**config.mk**
```make
export PLATFORM = sky130hd
export DESIGN_NAME = riscv_core_mux_nto1_pipe
export DESIGN_NICKNAME = d
export VERILOG_FILES = /design/src/rtl/riscv_core_mux_nto1_pipe.sv
export SDC_FILE = /design/constraint.sdc
export NUM_CORES = 1
export LEC_CHECK = 0
export ABC_AREA = 0
export CAP_MARGIN = 20
export CORE_ASPECT_RATIO = 1.5
export CORE_MARGIN = 2
export CORE_UTILIZATION = 45
export CTS_CLUSTER_DIAMETER = 60
export DETAILED_ROUTE_END_ITERATION = 10
export HOLD_SLACK_MARGIN = 0.05
export PLACE_DENSITY = 0.93
export SYNTH_ARGS = -nofsm -noshare
export SYNTH_HDL_FRONTEND = slang
export SYNTH_SLANG_ARGS = --single-unit
```
**constraint.sdc**
```tcl
create_clock -name i_clk -period 3.5 [get_ports i_clk]
set_input_delay 0.525 -clock i_clk [delete_from_list [all_inputs] [get_ports i_clk]]
set_output_delay 0.525 -clock i_clk [all_outputs]
set_load 0.005 [all_outputs]
```
**src/rtl/riscv_core_mux_nto1_pipe.sv**
```systemverilog
// N-to-1 lane mux feeding a two-entry (OUT + SKID) valid/ready output stage.
// o_ready and o_valid come straight from flops; i_flush and reset drop every held beat.
//
// state | meaning
// EMPTY | nothing held, o_valid=0, o_ready=1
// ONE   | beat in OUT, o_valid=1, o_ready=1
// FULL  | beats in OUT and SKID, o_valid=1, o_ready=0
module riscv_core_mux_nto1_pipe #(
  parameter int                    DATA_WIDTH    = 32,
  parameter int                    NUM_INPUTS    = 4,
  parameter int                    SEL_WIDTH     = (NUM_INPUTS > 1) ? $clog2(NUM_INPUTS) : 1,
  parameter logic [DATA_WIDTH-1:0] DEFAULT_VALUE = '0
) (
  input  logic                             i_clk,
  input  logic                             i_rst_n,
  input  logic [NUM_INPUTS*DATA_WIDTH-1:0] i_inputs,
  input  logic [SEL_WIDTH-1:0]             i_sel,
  input  logic                             i_valid,
  output logic                             o_ready,
  output logic [DATA_WIDTH-1:0]            o_mux_out,
  output logic                             o_valid,
  input  logic                             i_ready,
  input  logic                             i_flush,
  output logic                             o_sel_err
);

  typedef enum logic [1:0] {EMPTY, ONE, FULL} state_t;

  state_t                state_q, state_d;
  logic                  valid_q, ready_q;
  logic [DATA_WIDTH-1:0] out_q, skid_q;
  logic                  err_q, skid_err_q;

  logic [DATA_WIDTH-1:0] sel_data;
  logic                  sel_err;
  logic                  accept, deliver;
  logic                  load_out_in, load_out_skid, load_skid;

  // Out-of-range selects fall through to DEFAULT_VALUE and flag an error.
  always_comb begin
    sel_data = DEFAULT_VALUE;
    sel_err  = 1'b1;
    for (int k = 0; k < NUM_INPUTS; k++) begin
      if (i_sel == SEL_WIDTH'(k)) begin
        sel_data = i_inputs[k*DATA_WIDTH +: DATA_WIDTH];
        sel_err  = 1'b0;
      end
    end
  end

  assign accept  = i_valid && ready_q && !i_flush;
  assign deliver = valid_q && i_ready;

  always_comb begin
    state_d       = state_q;
    load_out_in   = 1'b0;
    load_out_skid = 1'b0;
    load_skid     = 1'b0;
    case (state_q)
      EMPTY: begin
        if (accept) begin
          load_out_in = 1'b1;
          state_d     = ONE;
        end
      end
      ONE: begin
        if (accept && deliver) begin
          load_out_in = 1'b1;
        end else if (accept) begin
          load_skid = 1'b1;
          state_d   = FULL;
        end else if (deliver) begin
          state_d = EMPTY;
        end
      end
      FULL: begin
        if (deliver) begin
          load_out_skid = 1'b1;
          state_d       = ONE;
        end
      end
      default: state_d = EMPTY;
    endcase
    // Flush wins over any same-cycle handshake; held data is left in place but invalid.
    if (i_flush) begin
      state_d       = EMPTY;
      load_out_in   = 1'b0;
      load_out_skid = 1'b0;
      load_skid     = 1'b0;
    end
  end

  always_ff @(posedge i_clk) begin
    if (!i_rst_n) begin
      state_q    <= EMPTY;
      valid_q    <= 1'b0;
      ready_q    <= 1'b1;
      out_q      <= '0;
      err_q      <= 1'b0;
      skid_q     <= '0;
      skid_err_q <= 1'b0;
    end else begin
      state_q <= state_d;
      valid_q <= (state_d != EMPTY);
      ready_q <= (state_d != FULL);
      if (load_out_in) begin
        out_q <= sel_data;
        err_q <= sel_err;
      end else if (load_out_skid) begin
        out_q <= skid_q;
        err_q <= skid_err_q;
      end
      if (load_skid) begin
        skid_q     <= sel_data;
        skid_err_q <= sel_err;
      end
    end
  end

  assign o_valid   = valid_q;
  assign o_ready   = ready_q;
  assign o_mux_out = out_q;
  assign o_sel_err = err_q;

endmodule

```
==> results of run 1 <==
-- sequential cells by signal, summed over array words and instances (netlist names) --
signal      count
o_valid         1
o_ready         1
o_mux_out      32
skid_err_q      1
state_q         2
skid_q         32
o_sel_err       1
-- cell usage in the layout, fill, tap and decap left out, types with 2 or more instances in the layout --
| master | n |
|---|---|
| buf_4 | 6 |
| mux2i_1 | 10 |
| buf_2 | 2 |
| bufinv_16 | 2 |
| o21ai_0 | 30 |
| a21boi_1 | 14 |
| clkbuf_16 | 9 |
| nand2b_1 | 2 |
| clkinv_2 | 2 |
| nand2_1 | 110 |
| dfxtp_1 | 70 |
| a31oi_1 | 20 |
| o211ai_1 | 3 |
| clkdlybuf4s50_1 | 167 |
| a21boi_0 | 18 |
| clkinvlp_4 | 2 |
| nand3_1 | 6 |
| mux4_2 | 32 |
| a21oi_1 | 10 |
-- per-layer routing --
layer / vias up / track usage
met5: - / 0
met4: 0 / 0.0988
met3: 23 / 0.0451
met2: 140 / 0.446
met1: 1690 / 0.273
li1: 1655 / -
-- power groups by stage --
stage                     Combinational, W  Clock, W  Sequential, W
after floorplan                   0.000168         0       0.000860
after global placement            0.000394         0       0.000858
after detailed placement          0.000403         0       0.000860
after CTS                         0.000406  0.000972       0.000843
after global routing              0.000434   0.00101       0.000846
final                             0.000405  0.000968       0.000843
-- cell type report --
| class | count | area [sq um] | share of cell area |
|---|---|---|---|
| sequential | 70 | 1400 | 0.249 |
| tap | 105 | 131 | 0.0233 |
| inverter | 1 | 3.75 | 0.000667 |
| timing repair buffer | 176 | 1740 | 0.309 |
| clock inverter | 6 | 85.1 | 0.0151 |
| clock buffer | 10 | 239 | 0.0425 |
| multi-input combinational | 270 | 2030 | 0.360 |
-- through the flow --
stage               hold WS [ns]  cells  area, sq um
global route               0.483    638         5630
floorplan                  0.435    375         3600
finish                     0.457    638         5630
CTS                        0.459    637         5610
detailed placement         0.449    621         5290
global placement           0.441    621         5290
-- logic make-up (layout without fill, tap and decap cells) --
logic type             Yosys count  in the layout
AO/OA/AOI/OAI                   99             99
multiplexers                    42             42
XOR/XNOR                         1              1
flip-flops                      70             70
buffers and inverters           35            193
AND/OR/NAND/NOR                128            128
-- worst paths after layout --
kind	endpoint	slack (ns)	cells after the start
setup / recovery	o_mux_out[31]	1.24	6
hold / removal	skid_q[0]	0.46	2
setup reg to reg	o_mux_out[31]	1.49	5
hold reg to reg	skid_q[0]	0.46	2
-- critical path: cells and delay by family --
| family | cells | cell delay (ns) |
|---|---|---|
| simple gates | 3 | 0.78 |
| compound gates | 1 | 0.21 |
| buf+inv | 2 | 0.96 |
==> results.py, run 1 <==
metrics = {
    "clocking": {
        "hold_buffers": 0,
        "post-cts-setup-buffer-count": 0,
        "cts_tree": "yes",
        "path_clk_slew_ns": 0.05,
        "cts_max_level": 3,
        "cts_buffers": 9,
        "clk_path_buf_depth": 2,
        "cts_root_buf": "clkbuf_16",
        "ctsResizeCount": 0,
        "clock_sinks": 70,
        "clock_latency_ns": 0.33,
    },
    "timing": {
        "worst_pin_slew_ns": 0.868,
        "post-route-period-util": 0.647,
        "fin_tns_setup_ns": 0,
        "setup_viol": 0,
        "rsz0062_at_grt": "no",
        "fmax_mhz": 442,
        "finClkSkew_ns": 0.00675,
        "maxSlewViolCount": 0,
        "hold_viol_final": 0,
        "fin_crit_ns": 2.26,
        "slew_headroom": 0.421,
        "fin_ws_ns": 1.24,
    },
    "flow_run": {
        "cap_violations": 0,
    },
    "drt": {
        "wirelength_met1_microns": 3860,
        "wl_met2_microns": 5660,
        "wirelength_microns": 10400,
        "routedWlPerCell_microns": 16.2,
        "met3WireLength_microns": 528,
        "postRouteAntennaNets": 0,
        "drcViolationCount": 0,
        "initialDrtViolationCount": 271,
        "highest_layer": "met4",
        "num_vias": 3508,
        "dr.pass1.iters": 4,
        "avgViaCountPerCell": 5.50,
    },
    "global_routing": {
        "grt_pass1_wl_microns": 16800,
        "grt_pass1_vias": 3591,
        "grt_use_total": 0.242,
        "antenna_found_initial": 0,
        "grt_max_degree": 47,
        "grt_overflow": 0,
    },
    "pwr": {
        "switchingPower_w": 0.000486,
        "p_leak_nw": 1.92,
        "pwr-share-comb": 0.183,
        "ir_worst_vdd_mv": 0.333,
        "p_per_area_nw_per_um2": 394,
        "seq_power_share": 0.380,
        "p_clk_frac": 0.437,
        "switching_share": 0.219,
        "internal-power_w": 0.00173,
        "power_w": 0.00222,
    },
    "synth": {
        "async_flop_share": 0,
        "synth_common_cells": "nand2_1, dfxtp_1, mux4_2",
        "synthAdderAreaFrac": 0,
        "syn_avg_cell_area_sq_um": 9.60,
        "yosysWarnings": 0,
        "yosysMostFrequentCell": "nand2_1",
        "synth-edff-count": 0,
        "synthXorXnorAreaFrac": 0.00243,
        "ys_seq_area_frac": 0.389,
        "netlist_instances": 375,
        "synth_top_area_frac": 0.389,
        "ys_ff_latch": 70,
        "syn_nets": 510,
        "synth_top_cell_by_area": "dfxtp_1",
        "netlist_area_sq_um": 3600,
        "synth_top_family_by_area": "multiplexers",
        "synthMuxAreaShare": 0.228,
        "yosys-top-cells-area": "dfxtp_1, mux4_2, nand2_1",
        "synth_ff_type": "dfxtp_1",
        "synth_compound_area_frac": 0.175,
        "synth_cell_types": 33,
        "yosys.area_share.simple": 0.152,
    },
    "hold_path": {
        "min_path_type": "reg2reg",
        "hold_start": "skid_q[0]",
    },
    "worst_setup_path": {
        "cp-start-kind": "input port",
        "crit_top_cell": "nand2_1",
        "criticalPathCategory": "in2reg",
        "cp_max_fo": 24,
        "critPathLaunch": "i_flush",
        "critPathMaxStageDelay_ns": 0.59,
        "arrival_ns": 2.50,
        "worstPathCellList": "clkdlybuf4s50_1 -> and4bb_1 -> nand2_1 -> buf_4 -> nand2_1 -> a31oi_1",
        "cp.required_ns": 3.74,
        "cp_slowest_cell": "clkdlybuf4s50_1",
        "r2r_start": "state_q[1]",
        "crit_path_end_kind": "register",
    },
    "placed_design": {
        "dp_hpwl_microns": 7620,
        "dp_worst_setup_slack_ns": 0.801,
        "place_congestion": 0.787,
        "io_buffers": 169,
    },
    "floorplanning": {
        "die_y_microns": 114,
        "core_sq_um": 7910,
        "dieWidth_microns": 77.0,
        "start_util": 0.455,
        "fp-row-count": 40,
        "pin_count": 170,
        "die_area_sq_um": 8750,
    },
    "finish": {
        "final_net_count": 663,
        "fin_util": 0.712,
        "area_growth_pct": 56.3,
        "antennaDiodeCount": 0,
        "n_fill_cell": 590,
        "drive_above_1_share": 0.118,
    },
    "status": {
        "status": "complete, no violations",
    },
}
(Power assumes the default switching activity.)
==> run 2: changes to the inputs <==
CORE_UTILIZATION = 41   (was 45)
PLACE_DENSITY = 0.86   (was 0.93)
clock period = 2.1 ns   (was 3.5 ns; I/O delays follow)
==> run 2 against run 1 <==
Compared with the run above:
- wire length down 1.1%
- highest routed layer unchanged
- largest power group unchanged
- setup slack got worse by 0.77 ns
- first-iteration DRC count fell by 13%
==> results.py, run 2 (synthesis results as in run 1) <==
metrics = {
    "status": {
        "status": "complete, no violations",
    },
    "finish": {
        "antennaDiodeCount": 0,
        "drive_above_1_share": 0.126,
        "area_growth_pct": 59.7,
        "final_cell_mix": "clkdlybuf4s50_1, nand2_1, dfxtp_1",
        "final_net_count": 668,
        "n_fill_cell": 654,
        "layout_commonest_cell": "clkdlybuf4s50_1",
    },
    "timing": {
        "hold_viol_final": 0,
        "fin_tns_setup_ns": 0,
        "slew_headroom": 0.702,
        "finClkSkew_ns": 0.00456,
        "setup_viol": 0,
        "post-route-period-util": 0.777,
        "fin_crit_ns": 1.63,
        "fmax_mhz": 613,
        "fin_ws_ns": 0.469,
        "worst_pin_slew_ns": 0.447,
        "maxSlewViolCount": 0,
        "rsz0062_at_grt": "no",
        "worst_hold_slack_ns": 0.453,
    },
    "worst_setup_path": {
        "arrival_ns": 1.83,
        "reg2reg_depth": 5,
        "r2r_start": "state_q[1]",
        "reg2reg_slack_ns": 0.52,
        "cp-start-kind": "input port",
        "reg2reg_to": "o_mux_out[28]",
        "cp.required_ns": 2.30,
        "criticalPathCategory": "in2reg",
        "crit_path_end": "skid_q[22]",
        "crit_path_end_kind": "register",
        "critPathLaunch": "i_ready",
        "cp_max_fo": 22,
    },
    "pwr": {
        "p_per_area_nw_per_um2": 647,
        "p_leak_nw": 1.96,
        "ir_worst_vdd_mv": 0.433,
    },
    "drt": {
        "drcViolationCount": 0,
        "avgViaCountPerCell": 5.36,
        "dr.pass1.iters": 4,
        "num_vias": 3455,
        "wirelength_microns": 10200,
        "postRouteAntennaNets": 0,
        "routedWlPerCell_microns": 15.9,
        "initialDrtViolationCount": 236,
    },
    "global_routing": {
        "grt_max_degree": 47,
        "grt_pass1_vias": 3696,
        "grt_overflow": 0,
        "antenna_found_initial": 0,
        "grt_use_total": 0.227,
        "grt_pass1_wl_microns": 17000,
    },
    "clocking": {
        "post-cts-setup-buffer-count": 0,
        "cts_buffers": 9,
        "cts_root_buf": "clkbuf_16",
        "clock_latency_ns": 0.32,
        "clk_path_buf_depth": 2,
        "ctsResizeCount": 0,
        "clock_sinks": 70,
        "cts_max_level": 3,
        "cts_tree": "yes",
        "hold_buffers": 0,
        "path_clk_slew_ns": 0.06,
    },
    "floorplanning": {
        "dieWidth_microns": 80.5,
        "fp-row-count": 41,
        "core_sq_um": 8460,
        "die_area_sq_um": 9560,
        "start_util": 0.425,
        "die_y_microns": 119,
        "pin_count": 170,
    },
    "placed_design": {
        "place_congestion": 0.768,
        "io_buffers": 169,
        "dp_worst_setup_slack_ns": 0.135,
        "dp_hpwl_microns": 7770,
    },
    "hold_path": {
        "min_path_type": "reg2reg",
    },
    "flow_run": {
        "cap_violations": 0,
    },
}
## run 2: changes by cell type in the layout (fill, tap and decap cells not counted), sizes merged
cell	change
buf	+5
## run 2: how the worst min path moves through the flow
stage,start,end,slack (ns),cells after the start
final,skid_q[7],skid_q[7],0.45,2
after global routing,skid_q[13],skid_q[13],0.48,2
after CTS,skid_q[7],skid_q[7],0.45,2
after detailed placement,skid_q[7],skid_q[7],0.45,2
after global placement,skid_q[13],skid_q[13],0.44,2
after floorplan,skid_q[0],skid_q[0],0.43,2
## run 2: metrics by stage
stage | instances | area (sq um) | util | total power (W)
5_1_grt | 645 | 5750 | 0.679 | 0.00384
4_1_cts | 645 | 5750 | 0.679 | 0.00375
3_3_place_gp | 629 | 5430 | 0.641 | 0.00211
2_1_floorplan | 375 | 3600 | - | 0.00171
3_5_place_dp | 629 | 5430 | 0.641 | 0.00213
6_report | 645 | 5750 | 0.679 | 0.00372
## run 2: cell type report
type,count,area (sq um),area share
clock buffer,10,239,0.0416
inverter,1,3.75,0.000653
multi-input combinational,270,2030,0.353
tap,107,134,0.0233
sequential,70,1400,0.244
clock inverter,6,85.1,0.0148
timing repair buffer,181,1860,0.323
## run 2: power by group
part	leakage [nW]	internal (W)	total [W]	switching, W
Clock	0.154	0.00107	0.00162	0.000554
Sequential	0.570	0.00138	0.00141	0.0000260
Combinational	1.24	0.000457	0.000692	0.000234
Total	1.96	0.00290	0.00372	0.000814
## run 2: worst max-delay path, cell delays in order
cell,delay (ns)
clkdlybuf4s50_1,0.47
a21bo_2,0.30
or3_1,0.35
buf_4,0.23
nand2_1,0.09
a21boi_0,0.08
## run 2: layer usage
metal | share of wire | vias up | global-route usage
li1 | - | 1665 | -
met1 | 0.36 | 1635 | 0.252
met2 | 0.57 | 139 | 0.420
met3 | 0.050 | 16 | 0.0321
met4 | 0.023 | 0 | 0.0911
met5 | 0 | - | 0
